### src/rtl/rtype_sequencer.sv
// Multi-cycle fetch/decode/execute/writeback sequencer for RV32I R-type ops.
// Owns the PC, drives the imem handshake and the register-file/ALU strobes.
module rtype_sequencer #(
   parameter int                  PC_WIDTH  = 32,
   parameter logic [PC_WIDTH-1:0] RESET_PC  = '0,
   parameter int                  CNT_WIDTH = 16
) (
   input  logic                 clk,
   input  logic                 reset,
   input  logic                 start,
   input  logic                 stop,
   output logic                 imem_req,
   output logic [PC_WIDTH-1:0]  imem_addr,
   input  logic                 imem_ack,
   input  logic [31:0]          imem_rdata,
   output logic [31:0]          instr,
   output logic [4:0]           rs1,
   output logic [4:0]           rs2,
   output logic [4:0]           rd,
   output logic [3:0]           alu_op,
   output logic                 rf_rd_en,
   output logic                 alu_en,
   output logic                 rf_wr_en,
   output logic [PC_WIDTH-1:0]  pc,
   output logic [CNT_WIDTH-1:0] retired,
   output logic                 busy,
   output logic                 illegal,
   output logic                 halted
);

   typedef enum logic [2:0] {
      S_IDLE,
      S_FETCH,
      S_DECODE,
      S_EXEC,
      S_WB,
      S_HALT
   } state_t;

   localparam logic [3:0] OP_BAD = 4'hF;

   state_t     state;
   logic [3:0] fetch_op;
   logic [3:0] instr_op;

   // Maps an instruction word to its ALU code; OP_BAD marks anything illegal.
   function automatic logic [3:0] op_f(input logic [31:0] w);
      logic [3:0] op;
      op = OP_BAD;
      if (w[6:0] == 7'b0110011) begin
         case ({w[31:25], w[14:12]})
            10'b0000000_000: op = 4'd0;
            10'b0100000_000: op = 4'd1;
            10'b0000000_001: op = 4'd2;
            10'b0000000_010: op = 4'd3;
            10'b0000000_011: op = 4'd4;
            10'b0000000_100: op = 4'd5;
            10'b0000000_101: op = 4'd6;
            10'b0100000_101: op = 4'd7;
            10'b0000000_110: op = 4'd8;
            10'b0000000_111: op = 4'd9;
            default:         op = OP_BAD;
         endcase
      end
      return op;
   endfunction

   assign fetch_op  = op_f(imem_rdata);
   assign instr_op  = op_f(instr);
   assign imem_addr = pc;
   assign rs1       = instr[19:15];
   assign rs2       = instr[24:20];
   assign rd        = instr[11:7];

   // Outputs are set on the edge entering each state, so they track it exactly.
   always_ff @(posedge clk) begin
      if (!reset) begin
         state    <= S_IDLE;
         pc       <= RESET_PC;
         instr    <= '0;
         alu_op   <= '0;
         retired  <= '0;
         illegal  <= 1'b0;
         imem_req <= 1'b0;
         rf_rd_en <= 1'b0;
         alu_en   <= 1'b0;
         rf_wr_en <= 1'b0;
         busy     <= 1'b0;
         halted   <= 1'b0;
      end else begin
         unique case (state)
            S_IDLE: begin
               if (start) begin
                  state    <= S_FETCH;
                  imem_req <= 1'b1;
                  busy     <= 1'b1;
               end
            end
            S_FETCH: begin
               if (imem_ack) begin
                  instr    <= imem_rdata;
                  state    <= S_DECODE;
                  imem_req <= 1'b0;
                  rf_rd_en <= (fetch_op != OP_BAD);
               end
            end
            S_DECODE: begin
               rf_rd_en <= 1'b0;
               if (instr_op != OP_BAD) begin
                  alu_op <= instr_op;
                  alu_en <= 1'b1;
                  state  <= S_EXEC;
               end else begin
                  illegal <= 1'b1;
                  halted  <= 1'b1;
                  busy    <= 1'b0;
                  state   <= S_HALT;
               end
            end
            S_EXEC: begin
               alu_en   <= 1'b0;
               rf_wr_en <= (rd != 5'd0);
               state    <= S_WB;
            end
            S_WB: begin
               rf_wr_en <= 1'b0;
               pc       <= pc + PC_WIDTH'(4);
               retired  <= retired + CNT_WIDTH'(1);
               if (stop) begin
                  busy  <= 1'b0;
                  state <= S_IDLE;
               end else begin
                  imem_req <= 1'b1;
                  state    <= S_FETCH;
               end
            end
            S_HALT: begin
               state <= S_HALT;
            end
            default: begin
               state <= S_IDLE;
            end
         endcase
      end
   end

endmodule

### config.mk
export PLATFORM = sky130hd
export DESIGN_NAME = rtype_sequencer
export DESIGN_NICKNAME = d
export VERILOG_FILES = /design/src/rtl/rtype_sequencer.sv
export SDC_FILE = /design/constraint.sdc
export NUM_CORES = 1
export LEC_CHECK = 0
export BUFFER_PORTS_ARGS = -buffer_cell sky130_fd_sc_hd__buf_2
export CAP_MARGIN = 20
export CORE_AREA = 2 2 103 105
export CTS_BUF_LIST = sky130_fd_sc_hd__clkbuf_2
export CTS_CLUSTER_DIAMETER = 150
export CTS_CLUSTER_SIZE = 28
export DETAILED_ROUTE_END_ITERATION = 10
export DIE_AREA = 0 0 105 107
export PLACE_DENSITY = 0.81
export SLEW_MARGIN = 20
export SYNTH_ARGS = -nofsm -noshare
export SYNTH_HDL_FRONTEND = slang
export SYNTH_SLANG_ARGS = --single-unit
### constraint.sdc
create_clock -name clk -period 5.1 [get_ports clk]
set_input_delay 1.02 -clock clk [delete_from_list [all_inputs] [get_ports clk]]
set_output_delay 1.02 -clock clk [all_outputs]
set_load 0.02 [all_outputs]
==> results.yml <==
outcome:
  outcome: "finished, final reports clean"
clocking:
  cts_resized: 0
  cts_buffers: 9
  cts_sinks: 91
  hold_buffers: 0
  cts_root_buf: "clkbuf_2"
  clockBufferDepth: 2
  path_clk_slew_ns: 0.27
  post_cts_buffers: 0
  h-tree-depth: 3
  cts_tree: "done"
  insertion_delay_ns: 0.54
die:
  num_io_pins: 175
  initial_utilization: 0.443
  core_um2: 10100
  num_rows: 37
  fp.dieH_um: 107
  die_area_um2: 11200
  die_x_um: 105
route:
  dr.pass1.iters: 4
  drc_errors: 0
  wl_per_cell_um: 13.6
  ant_nets: 0
  viasPerCell: 5.28
  drt_iter0_drc: 211
  vias: 4218
  drt-total-wl_um: 10900
setup_path:
  slowest_stage: "or4_1"
  arrival_ns: 2.92
  endpoint_kind: "register"
  path_cells: "nand4_1 -> or4_1 -> or4_1 -> a21oi_1"
  r2r_cells: 4
  r2r_slack_ns: 2.65
  worstPathRequired_ns: 5.57
  crit_type: "reg2reg"
  crit_path_start_kind: "register"
  reg2reg_from: "imem_addr[5]"
  path_common_cell: "or4_1"
  r2r-end: "imem_addr[24]"
  slowest_delay_ns: 0.88
  crit_fanout: 22
timing:
  min_period_ns: 2.45
  worst_pin_slew_ns: 0.610
  clock.fmax_ghz: 0.408
  hold_viol: 0
  layout_worst_path_cycle_share: 0.480
  tns_ns: 0
  finalSetupViolCount: 0
  rsz0062_at_grt: "no"
  slew_violations: 0
  slew_headroom: 0.593
  finalClockSkew_ns: 0.0341
min_path:
  hp-start: "alu_op[3]"
  hold_end: "alu_op[3]"
  hold_depth: 2
  hold_path_class: "reg2reg"
logic_synthesis:
  yosys_warnings: 0
  synth_seq_cells: 91
  syn_inst: 552
  ys_types: 51
  synth_area_um2: 4470
  ys_seq_area_frac: 0.407
  syn_avg_cell_area_um2: 8.10
placement:
  placed_cells: 783
  dpl.hpwl_um: 7950
  place_congestion: 0.802
  port_buffers: 170
grt:
  track_usage: 0.190
  grt_first_pass_wirelength_um: 17700
  overflow: 0
  grt_pass1_vias: 3816
  antenna_found_initial: 0
  grt_max_degree: 46
power_and_ir_drop:
  ir_drop_mv: 0.178
  powerDensity_nw_per_um2: 281
  p_leak_nw: 2.20
job:
  drv_cap: 0
layout:
  antennaDiodeCount: 0
  syn_to_final_growth_pct: 15.2
  multi_input_area_um2: 2130
  fillers: 994
  nNetsFinal: 697
  fin_cells: 799
  layout_commonest_cell: "buf_2"
  drive_gt1_frac: 0.306
  final_cell_mix: "170 x buf_2, 95 x nand2_1, 91 x dfxtp_1"
  register_area_um2: 1820
==> area by class of cell <==
class | count | share of cell area
tap | 136 | 0.0330
clock inverter | 7 | 0.0148
clock buffer | 9 | 0.00874
inverter | 10 | 0.00729
timing repair buffer | 173 | 0.170
multi-input combinational | 373 | 0.413
sequential | 91 | 0.354
==> worst max-delay path: cells and delay by family, from the launching register on <==
kind               cells  cell delay [ns]
AOI/OAI and AO/OA      1             0.15
DFF                    1             0.52
and+or+nand+nor        3             1.72
==> kinds of logic after synthesis <==
| group | share of synthesized area |
|---|---|
| AND/OR/NAND/NOR | 0.271 |
| XOR/XNOR | 0.0392 |
| buffers and inverters | 0.121 |
| multiplexers | 0.0112 |
| flip-flops | 0.407 |
| adder cells (fa/ha/maj) | 0.00560 |
| AO/OA/AOI/OAI | 0.144 |
| other | 0.000839 |
==> per-layer routing <==
layer	track usage	vias to the layer above	wire (um)	share of wire
li1	-	2098	-	-
met1	0.233	1972	4670	0.43
met2	0.331	143	5330	0.49
met3	0.0511	5	809	0.074
met4	0.0486	0	59	0.0054
met5	0	-	0	0
==> where the power goes <==
part / switching [mW] / internal [mW]
clock: 0.257 / 0.119
combinational: 0.175 / 0.100
sequential: 0.0471 / 0.750
total: 0.478 / 0.969
==> registers in the layout, indices dropped and copies added (netlist names) <==
| signal | cells |
|---|---|
| alu_en | 1 |
| rf_rd_en | 1 |
| halted | 1 |
| imem_req | 1 |
| alu_op | 4 |
| imem_addr | 30 |
| busy | 1 |
| rf_wr_en | 1 |
| instr | 32 |
| retired | 16 |
| state | 3 |
==> how the worst max path moves through the flow <==
stage                   startpoint             to  slack (ns)  cells after the start
floorplan           imem_rdata[25]       rf_rd_en        2.87                      4
global placement             reset       state[0]        2.46                      5
detailed placement           reset       state[0]        2.40                      5
CTS                   imem_addr[5]  imem_addr[24]        2.64                      4
global route          imem_addr[5]  imem_addr[25]        2.44                      4
finish                imem_addr[5]  imem_addr[24]        2.65                      4
==> Yosys cell counts (all sizes together) <==
master / number / area share
o21a: 3 / 0.0050
clkbuf: 26 / 0.022
ha: 2 / 0.0056
a211o: 2 / 0.0039
a211oi: 1 / 0.0017
o211ai: 1 / 0.0017
a21boi: 2 / 0.0034
buf: 55 / 0.090
o31ai: 14 / 0.024
or4: 22 / 0.038
inv: 9 / 0.0076
nor3b: 5 / 0.0095
o311ai: 2 / 0.0039
and4bb: 1 / 0.0028
or4b: 3 / 0.0067
xnor2: 11 / 0.022
conb: 1 / 0.00084
or3: 10 / 0.014
a2111oi: 1 / 0.0020
a31oi: 1 / 0.0014
nand2: 95 / 0.080
clkinv: 1 / 0.00084
and4: 4 / 0.0078
and3: 1 / 0.0014
or2: 5 / 0.0070
nor4: 4 / 0.0070
nand4: 15 / 0.021
nand4bb: 1 / 0.0025
mux2i: 5 / 0.011
a21oi: 66 / 0.074
nor2b: 8 / 0.011
dfxtp: 91 / 0.41
nand3: 17 / 0.019
nand3b: 1 / 0.0017
nand4b: 1 / 0.0020
and2: 1 / 0.0014
xor2: 9 / 0.018
o41ai: 2 / 0.0039
o21ai: 16 / 0.018
nand2b: 5 / 0.0070
nor3: 11 / 0.012
or3b: 2 / 0.0039
a41o: 1 / 0.0022
nor2: 18 / 0.015
==> stage by stage <==
step	utilization	power (mW)	instance area, um2	setup WS [ns]	hold slack (ns)
after floorplan	-	1.02	4480	2.87	0.518
after global placement	0.498	1.08	5030	2.46	0.431
after detailed placement	0.498	1.09	5030	2.40	0.451
after CTS	0.510	1.46	5150	2.64	0.479
after global routing	0.510	1.53	5150	2.44	0.510
final	0.510	1.45	5150	2.65	0.476
Note: power is estimated with default switching activity, not from simulation.
